`src/rtl/noc_conc_pkg.sv`:
```
// Shared types and width helpers for the NoC packet concentrator.
// Latency: n/a (types and constant functions only).
// Backpressure: n/a.
package noc_conc_pkg;

    // Outbound link state: waiting for a packet, or streaming one out
    typedef enum logic {
        IDLE = 1'b0,
        SEND = 1'b1
    } conc_state_t;

    // $clog2 that never returns 0, so counters and pointers keep at least one bit
    function automatic int clog2_min1(input int n);
        return (n > 1) ? $clog2(n) : 1;
    endfunction

    // Width of a byte-within-packet counter
    function automatic int cnt_w(input int pkt_bytes);
        return clog2_min1(pkt_bytes);
    endfunction

    // Width of a channel index / round-robin pointer
    function automatic int ptr_w(input int num_ch);
        return clog2_min1(num_ch);
    endfunction

endpackage

```
`src/rtl/noc_pkt_fifo.sv`:
```
// Per-channel store-and-forward packet FIFO with inbound protocol checking.
// Latency: a packet is readable the cycle after its last inbound byte.
// Backpressure: in_free drops when every slot is held or being filled; its slot frees on rd_done.
module noc_pkt_fifo
    import noc_conc_pkg::*;
#(
    parameter int WIDTH     = 8,
    parameter int PKT_BYTES = 4,
    parameter int DEPTH     = 2
) (
    input  logic             clock,
    input  logic             reset,
    input  logic             wr_put,
    input  logic [WIDTH-1:0] wr_payload,
    input  logic             rd_pop,
    input  logic             rd_done,
    output logic             pkt_avail,
    output logic [WIDTH-1:0] rd_byte,
    output logic             in_free,
    output logic             proto_err
);

    localparam int CNT_W  = cnt_w(PKT_BYTES);
    localparam int SLOT_W = clog2_min1(DEPTH);
    localparam int NB     = DEPTH * PKT_BYTES;
    localparam int ADDR_W = clog2_min1(NB);
    localparam int NUM_W  = $clog2(DEPTH + 1);
    localparam logic [CNT_W-1:0]  CNT_LAST  = CNT_W'(PKT_BYTES - 1);
    localparam logic [SLOT_W-1:0] SLOT_LAST = SLOT_W'(DEPTH - 1);

    logic [WIDTH-1:0]  mem [NB];
    logic [CNT_W-1:0]  wr_cnt, wr_cnt_nxt, rd_cnt;
    logic [SLOT_W-1:0] wr_slot, rd_slot;
    // n_ready: complete packets not yet started; n_held: complete packets still occupying a slot
    logic [NUM_W-1:0]  n_ready, n_held, held_nxt;
    logic [ADDR_W-1:0] wr_addr, rd_addr;
    logic              accept, gap, overrun, wr_last, free_nxt;

    // Classify the inbound byte and compute next occupancy / free state
    always_comb begin
        accept   = wr_put && ((wr_cnt != '0) || in_free);
        overrun  = wr_put && (wr_cnt == '0) && !in_free;
        gap      = !wr_put && (wr_cnt != '0);
        wr_last  = accept && (wr_cnt == CNT_LAST);
        wr_cnt_nxt = wr_cnt;
        if (gap || wr_last)
            wr_cnt_nxt = '0;
        else if (accept)
            wr_cnt_nxt = wr_cnt + CNT_W'(1);
        held_nxt = n_held + NUM_W'(wr_last) - NUM_W'(rd_done);
        free_nxt = (int'(held_nxt) + int'(wr_cnt_nxt != '0)) < DEPTH;
        wr_addr  = ADDR_W'(int'(wr_slot) * PKT_BYTES + int'(wr_cnt));
        rd_addr  = ADDR_W'(int'(rd_slot) * PKT_BYTES + int'(rd_cnt));
    end

    assign pkt_avail = (n_ready != '0);
    assign rd_byte   = mem[rd_addr];

    // Byte storage; a discarded partial packet is simply overwritten later
    always_ff @(posedge clock) begin
        if (accept)
            mem[wr_addr] <= wr_payload;
    end

    // Write/read pointers, slot accounting and sticky error flag
    always_ff @(posedge clock) begin
        if (reset) begin
            wr_cnt    <= '0;
            wr_slot   <= '0;
            rd_cnt    <= '0;
            rd_slot   <= '0;
            n_ready   <= '0;
            n_held    <= '0;
            in_free   <= 1'b1;
            proto_err <= 1'b0;
        end else begin
            wr_cnt  <= wr_cnt_nxt;
            if (wr_last)
                wr_slot <= (wr_slot == SLOT_LAST) ? '0 : wr_slot + SLOT_W'(1);
            if (rd_pop) begin
                if (rd_cnt == CNT_LAST) begin
                    rd_cnt  <= '0;
                    rd_slot <= (rd_slot == SLOT_LAST) ? '0 : rd_slot + SLOT_W'(1);
                end else begin
                    rd_cnt <= rd_cnt + CNT_W'(1);
                end
            end
            n_ready <= n_ready + NUM_W'(wr_last) - NUM_W'(rd_pop && (rd_cnt == '0));
            n_held  <= held_nxt;
            in_free <= free_nxt;
            if (gap || overrun)
                proto_err <= 1'b1;
        end
    end

endmodule

```
`src/rtl/noc_concentrator.sv`:
```
// Merges NUM_CH store-and-forward inbound links onto one outbound link, round-robin per packet.
// Latency: last inbound byte at t -> first outbound byte at t+2 on an idle link.
// Backpressure: out_free gates only packet starts; per-channel in_free gates inbound starts.
module noc_concentrator
    import noc_conc_pkg::*;
#(
    parameter int NUM_CH    = 4,
    parameter int WIDTH     = 8,
    parameter int PKT_BYTES = 4,
    parameter int DEPTH     = 2
) (
    input  logic                          clock,
    input  logic                          reset,
    input  logic [NUM_CH-1:0]             in_put,
    input  logic [NUM_CH-1:0][WIDTH-1:0]  in_payload,
    output logic [NUM_CH-1:0]             in_free,
    output logic                          out_put,
    output logic [WIDTH-1:0]              out_payload,
    input  logic                          out_free,
    output logic [NUM_CH-1:0]             proto_err
);

    localparam int CNT_W = cnt_w(PKT_BYTES);
    localparam int PTR_W = ptr_w(NUM_CH);
    localparam logic [CNT_W-1:0] CNT_LAST = CNT_W'(PKT_BYTES - 1);
    localparam logic [PTR_W-1:0] PTR_LAST = PTR_W'(NUM_CH - 1);

    conc_state_t                   state;
    logic [PTR_W-1:0]              grant, rr_ptr, pick, idx_p;
    logic [CNT_W-1:0]              out_idx;
    logic                          pick_vld, cont, done, new_pkt;
    logic [NUM_CH-1:0]             pkt_avail, pop, rd_done;
    logic [NUM_CH-1:0][WIDTH-1:0]  fifo_byte;
    int                            idx;

    for (genvar i = 0; i < NUM_CH; i++) begin : g_ch
        noc_pkt_fifo #(
            .WIDTH     (WIDTH),
            .PKT_BYTES (PKT_BYTES),
            .DEPTH     (DEPTH)
        ) u_fifo (
            .clock      (clock),
            .reset      (reset),
            .wr_put     (in_put[i]),
            .wr_payload (in_payload[i]),
            .rd_pop     (pop[i]),
            .rd_done    (rd_done[i]),
            .pkt_avail  (pkt_avail[i]),
            .rd_byte    (fifo_byte[i]),
            .in_free    (in_free[i]),
            .proto_err  (proto_err[i])
        );
    end

    // Round-robin pick: first channel with a complete packet, scanning up from rr_ptr
    always_comb begin
        pick_vld = 1'b0;
        pick     = '0;
        idx      = 0;
        idx_p    = '0;
        for (int k = 0; k < NUM_CH; k++) begin
            idx   = (int'(rr_ptr) + k) % NUM_CH;
            idx_p = PTR_W'(idx);
            if (!pick_vld && pkt_avail[idx_p]) begin
                pick_vld = 1'b1;
                pick     = idx_p;
            end
        end
    end

    // Per-cycle control: continue the current packet, or start a new one at a boundary
    always_comb begin
        cont    = (state == SEND) && (out_idx != CNT_LAST);
        done    = (state == SEND) && (out_idx == CNT_LAST);
        new_pkt = ((state == IDLE) || done) && out_free && pick_vld;
        pop     = '0;
        rd_done = '0;
        if (cont)
            pop[grant] = 1'b1;
        if (new_pkt)
            pop[pick] = 1'b1;
        if (done)
            rd_done[grant] = 1'b1;
    end

    // Outbound FSM with registered byte/valid; rr_ptr moves past the winner as soon as it is
    // granted, which is equivalent to moving it on the last byte since no scan happens in between
    always_ff @(posedge clock) begin
        if (reset) begin
            state       <= IDLE;
            grant       <= '0;
            rr_ptr      <= '0;
            out_idx     <= '0;
            out_put     <= 1'b0;
            out_payload <= '0;
        end else if (cont) begin
            out_payload <= fifo_byte[grant];
            out_idx     <= out_idx + CNT_W'(1);
            out_put     <= 1'b1;
        end else if (new_pkt) begin
            state       <= SEND;
            grant       <= pick;
            rr_ptr      <= (pick == PTR_LAST) ? '0 : pick + PTR_W'(1);
            out_payload <= fifo_byte[pick];
            out_idx     <= '0;
            out_put     <= 1'b1;
        end else begin
            state   <= IDLE;
            out_idx <= '0;
            out_put <= 1'b0;
        end
    end

endmodule

```
`config.mk`:
```
export PLATFORM = sky130hd
export DESIGN_NAME = noc_concentrator
export DESIGN_NICKNAME = d
export VERILOG_FILES = /design/src/rtl/noc_conc_pkg.sv /design/src/rtl/noc_pkt_fifo.sv /design/src/rtl/noc_concentrator.sv
export SDC_FILE = /design/constraint.sdc
export NUM_CORES = 1
export LEC_CHECK = 0
export ABC_AREA = 1
export CORE_ASPECT_RATIO = 1.75
export CORE_MARGIN = 1.5
export CORE_UTILIZATION = 35
export DETAILED_ROUTE_END_ITERATION = 16
export PLACE_DENSITY = 0.63
export SYNTH_ARGS = -nofsm -noshare
export SYNTH_HDL_FRONTEND = slang
export SYNTH_SLANG_ARGS = --single-unit
```
`constraint.sdc`:
```
create_clock -name clock -period 5.2 [get_ports clock]
set_clock_uncertainty 0.1 [all_clocks]
set_input_delay 0.52 -clock clock [delete_from_list [all_inputs] [get_ports clock]]
set_output_delay 0.52 -clock clock [all_outputs]
set_load 0.02 [all_outputs]
```
==> out/metrics.cfg, run 1 <==
[status]
status = finished clean

[yosys]
async_flop_share_pct = 0
syn_area_um2 = 14300
yosys-top-cells-area = edfxtp_1 54%, dfxtp_1 8.9%, nor2_1 7.1%
synth_cell_types = 39
ys_seq_elements = 320
syn-num-nets = 1492
synth_edf_count = 256
synth.largest_area_cell = edfxtp_1
synth_top_area_share_pct = 53.6
ys_warn_count = 0
ys.flop_type = edfxtp_1
syn_inst = 1419
avgSynthCellArea_um2 = 10.1
ys_seq_area_share_pct = 62.6

[worst_setup_path]
critical_path_class = register to register
path_max_fanout = 19
required_ns = 5.58
reg2reg_depth = 19
r2r-start = rr_ptr[0]
critPathArrivalTime_ns = 4.00
endpoint = g_ch[2].u_fifo.n_ready[1]
reg2reg_to = g_ch[2].u_fifo.n_ready[1]
cp-start-kind = register
crit_start = rr_ptr[0]
r2r_slack_ns = 1.58
cp-end-kind = register

[finish]
fillers = 3829
final_cell_mix = 272 x nor2_1, 256 x edfxtp_1, 247 x nand2_1, 181 x o21ai_0, 90 x inv_1
drive_above_1_share_pct = 8.83
mostFrequentLayoutCell = nor2_1
area_delta_synth_final_pct = 13.3
nets = 1523
fin_util_pct = 40.4
diodes = 0

[global_route]
track_usage_pct = 15.7
grt_pass1_wl_mm = 51.7
gr-usage-met1_pct = 16.2
met3_usage_pct = 1.35
antenna_found_initial = 0
grt_pass1_vias = 9869
met2_usage_pct = 31.0
overflow = 0
grt-busiest-layer = met2
grt_max_degree = 38

[clocking]
clkSinkCount = 320
root_buffer = clkbuf_16
h-tree-depth = 1
clk_latency_ns = 0.56
clock_path_buffers = 3
cts_buffers = 29
cts_resized = 0
cts_tree = built
post_cts_buffers = 0
cts_hold_buf = 0
clk_pin_slew_ns = 0.07

[power]
leakagePower_uw = 0.00612
peakVddDrop_v = 0.000280
power.density_nw_per_um2 = 475
power_uw = 7710

[route]
drtPass1Iterations = 5
drc = 0
ant_nets = 0
drt_iter0_drc = 681
vias_per_cell = 4.87
post_drt_wl_per_cell_um = 16.2
num_vias = 9811
routed_wl_mm = 32.7

[floorplan]
coreArea_um2 = 40200
dieArea_um2 = 42200
placementRows = 97
start_util_pct = 35.7
die_w_um = 156
ios = 56
die_height_um = 271

[timing]
worst_pin_slew_ns = 0.966
timing.hold.ws_ns = 0.333
fin_ws_ns = 1.58
fin_crit_sh_pct = 69.5
hold_violations = 0
maxSlewViolCount = 0
tns_ns = 0
min_period_ns = 3.62
max_freq_ghz = 0.277
setup_viol = 0
relSlewSlack_pct = 35.4
rsz0062_at_grt = false

[min_path]
worstHoldPathType = register to register

[placed_design]
portBuffers = 55
place_congestion = 0.870
hpwl_mm = 23.1
preCtsSetupSlack_ns = 1.61

[run]
cap_violations = 0

## how the worst min path moves through the flow
stage / slack [ns] / cells after the start / from / to
global route: 0.36 / 1 / out_idx[0] / out_idx[0]
CTS: 0.34 / 1 / out_idx[0] / out_idx[0]
finish: 0.33 / 1 / out_idx[0] / out_idx[0]
floorplan: 0.31 / 1 / out_idx[0] / out_idx[0]
global placement: 0.32 / 1 / out_idx[0] / out_idx[0]
detailed placement: 0.32 / 1 / out_idx[0] / out_idx[0]
## registers in the layout, indices dropped and copies added, names as in the netlist
| name | count |
|---|---|
| out_put | 1 |
| g_ch.u_fifo.n_ready | 8 |
| out_idx | 2 |
| g_ch.u_fifo.in_free | 4 |
| g_ch.u_fifo.n_held | 8 |
| out_payload | 8 |
| g_ch.u_fifo.rd_cnt | 8 |
| g_ch.u_fifo.wr_slot | 4 |
| g_ch.u_fifo.rd_slot | 4 |
| g_ch.u_fifo.mem | 256 |
| state | 1 |
| g_ch.u_fifo.wr_cnt | 8 |
| g_ch.u_fifo.proto_err | 4 |
| rr_ptr | 2 |
| grant | 2 |
## per-layer routing
metal  wire length [um]  up-vias  share of wire, %
li1                   -     4850                 -
met1              11900     4682                36
met2              18400      201                56
met3               1060       78               3.3
met4               1370        0               4.2
met5                  0        -                 0
## final cells by class
cell class | instances | area, um2 | share of cell area [%]
Timing Repair Buffer | 64 | 613 | 3.78
Clock buffer | 39 | 826 | 5.09
Multi-Input combinational cell | 936 | 4620 | 28.5
Tap cell | 544 | 681 | 4.19
Clock inverter | 14 | 154 | 0.948
Sequential cell | 320 | 8970 | 55.2
Inverter | 99 | 374 | 2.30
## critical path, cell delays in order, from the launching register on
cell and delay [ns]:
dfxtp_1 0.64, inv_2 0.21, nand2_1 0.17, nand2_1 0.10, nand2_2 0.07, nand2_2 0.07, nand2_1 0.11, nand3_4 0.22
nand2_8 0.26, ha_1 0.18, inv_1 0.05, o21ai_2 0.20, inv_1 0.10, nor2_1 0.10, ha_1 0.23, inv_1 0.07
ha_1 0.18, xor2_1 0.20, o21ai_0 0.11, a21oi_1 0.15
## stage by stage
stage                     cell area [um2]  cells
after detailed placement            15300   1963
after global routing                16200   2016
after floorplan                     14300   1419
final                               16200   2016
after CTS                           16200   2016
after global placement              15300   1963
## synth_stat cells (8+ instances only)
library cell and number:
nor2_1 272, a21oi_2 8, inv_1 90, nand4_1 11, clkbuf_1 26, a21oi_1 33
o21ai_1 10, nand2_1 247, buf_4 10, nand3_1 46, ha_1 34, nand3_2 19
dfxtp_1 64, xor2_1 8, buf_2 18, edfxtp_1 256, o21ai_0 181, nand2_2 25
o22ai_1 16
## power breakdown
group	internal [uW]	switching, uW	leakage, uW
clock	1230	955	0.000482
combinational	782	1740	0.00279
sequential	2890	106	0.00285
total	4910	2800	0.00612
## cells by family (layout without fill, tap and decap cells)
logic type,after synthesis,count (layout),share of synthesized area (%)
flip-flops,320,320,62.6
adder cells (fa/ha/maj),34,34,2.97
buffers and inverters,163,216,5.16
AO/OA/AOI/OAI,253,253,9.26
AND/OR/NAND/NOR,637,637,19.3
XOR/XNOR,12,12,0.733
No activity file was read; power rests on OpenSTA's default activity.
==> inputs of run 2 (changes only) <==
Settings changed: PLACE_DENSITY 0.63 to 0.65.
Clock period 5.2 ns to 3.28 ns, I/O delays scaled along.
==> out/metrics.cfg, run 2 (synthesis gave the netlist of run 1 again) <==
[finish]
drive_above_1_share_pct = 11.8  ; +3.0 points
mostFrequentLayoutCell = nor2_1
nets = 1563  ; +2.6%
regMostFlops = g_ch.u_fifo.mem
fin_util_pct = 41.4  ; +1.0 points
final_cell_mix = 269 x nor2_1, 256 x edfxtp_1, 247 x nand2_1, 181 x o21ai_0, 90 x inv_1
finalNonFillerCells = 2056  ; +2.0%
area_delta_synth_final_pct = 16.2
largest_reg_flops = 256  ; unchanged
diodes = 0  ; unchanged

[route]
num_vias = 9986  ; +1.8%
vias_per_cell = 4.86  ; -0.20%
routed_wl_mm = 33.7  ; +3.1%
drtPass1Iterations = 5  ; unchanged
drt_iter0_drc = 418  ; -39%
ant_nets = 0  ; unchanged
post_drt_wl_per_cell_um = 16.4  ; +1.1%
drc = 0  ; unchanged

[min_path]
worstHoldPathType = primary input to register

[global_route]
track_usage_pct = 15.9  ; +0.28 points
grt_max_degree = 37  ; -2.6%
grt_pass1_wl_mm = 52.7  ; +1.8%
antenna_found_initial = 0  ; unchanged
grt_pass1_vias = 10029  ; +1.6%
overflow = 0  ; unchanged

[placed_design]
place_congestion = 0.870  ; about the same
dp_cells = 1999  ; +1.8%
portBuffers = 55  ; unchanged
hpwl_mm = 23.7  ; +2.7%
preCtsSetupSlack_ns = 0.152  ; -1.45 ns

[worst_setup_path]
required_ns = 3.68  ; -1.90 ns
r2r-start = rr_ptr[0]
path_max_fanout = 8  ; -11
reg2reg_to = g_ch[2].u_fifo.n_ready[1]
r2r_slack_ns = 0.28  ; -1.30 ns
cp-start-kind = register
critical_path_class = register to register
crit_start = rr_ptr[0]
critPathArrivalTime_ns = 3.40  ; -0.60 ns
cp-end-kind = register
endpoint = g_ch[2].u_fifo.n_ready[1]
reg2reg_depth = 19  ; unchanged

[clocking]
h-tree-depth = 1  ; unchanged
clkSinkCount = 320  ; unchanged
cts_tree = built
clk_pin_slew_ns = 0.08  ; about the same
clock_path_buffers = 3  ; unchanged
root_buffer = clkbuf_16
clk_latency_ns = 0.57  ; about the same
cts_hold_buf = 0  ; unchanged
cts_buffers = 29  ; unchanged

[timing]
hold_violations = 0  ; unchanged
timing.hold.ws_ns = 0.241  ; -0.0914 ns
tns_ns = 0  ; unchanged
max_freq_ghz = 0.333  ; +21%
min_period_ns = 3.00  ; -0.617 ns
maxSlewViolCount = 0  ; unchanged
fin_crit_sh_pct = 91.4  ; +22 points
fin_ws_ns = 0.281  ; -1.30 ns
relSlewSlack_pct = 37.6  ; +2.2 points
rsz0062_at_grt = false
worst_pin_slew_ns = 0.935  ; -0.0309 ns
setup_viol = 0  ; unchanged

[floorplan]
die_height_um = 271  ; unchanged
coreArea_um2 = 40200  ; unchanged
start_util_pct = 35.7  ; unchanged
placementRows = 97  ; unchanged
die_w_um = 156  ; unchanged
ios = 56  ; unchanged
dieArea_um2 = 42200  ; unchanged

[run]
cap_violations = 0  ; unchanged

[power]
peakVddDrop_v = 0.000509  ; +82%
power.density_nw_per_um2 = 767  ; +61%
leakagePower_uw = 0.00636  ; +4.0%

[status]
status = finished clean

## run 2: how the worst min path moves through the flow
stage,cells after the start,endpoint,from,slack [ns]
after global routing,3,g_ch[2].u_fifo.wr_cnt[0],reset,0.26
after CTS,3,g_ch[0].u_fifo.n_ready[0],reset,0.23
final,3,g_ch[2].u_fifo.wr_cnt[0],reset,0.24
after detailed placement,1,out_idx[0],out_idx[0],0.33
after floorplan,1,out_idx[0],out_idx[0],0.31
after global placement,1,out_idx[0],out_idx[0],0.32
## run 2: stage by stage
stage | instance area, um2 | power, uW
CTS | 16600 | 12800
global placement | 15500 | 8950
global route | 16600 | 13500
floorplan | 14300 | 7870
finish | 16600 | 12800
detailed placement | 15500 | 9030
## run 2: area by class of cell
type | instances | area [um2]
inverters | 99 | 374
clock buffers | 34 | 785
fillers | 3842 | 23500
multi-input cells | 936 | 4640
repair buffers | 104 | 917
well taps | 544 | 681
clock inverters | 19 | 284
flip-flops and latches | 320 | 8970
## run 2: what timing repair did
action / CTS / global route
endpoints found under the hold margin: 0 / 0
resized for setup: 0 / 6
setup endpoints to repair: 0 / 2
buffers inserted: 0 / 4
## run 2: metal layers
| metal | part of all wire, % | vias up | global-route usage, % | wire (um) |
|---|---|---|---|---|
| li1 | - | 4931 | - | - |
| met1 | 37 | 4820 | 16.2 | 12300 |
| met2 | 57 | 179 | 32.2 | 19200 |
| met3 | 2.9 | 56 | 1.47 | 974 |
| met4 | 3.5 | 0 | 6.62 | 1180 |
| met5 | 0 | - | 0 | 0 |
## run 2: worst max-delay path, cell delays in order, from the launching register on
cell and delay [ns]:
dfxtp_1 0.38, inv_2 0.13, nand2_1 0.17, nand2_1 0.10, nand2_2 0.07, nand2_2 0.09
nand2_1 0.11, nand3_4 0.12, nand2_8 0.09, ha_1 0.17, inv_1 0.07, o21ai_4 0.19
inv_1 0.10, nor2_1 0.10, ha_1 0.23, inv_1 0.06, ha_1 0.15, xor2_1 0.19
o21ai_0 0.11, a21oi_1 0.19
## run 2: power breakdown
group	switching [uW]	total, uW	internal, uW
sequential	130	4720	4590
clock	1560	3770	2210
combinational	2900	4280	1380
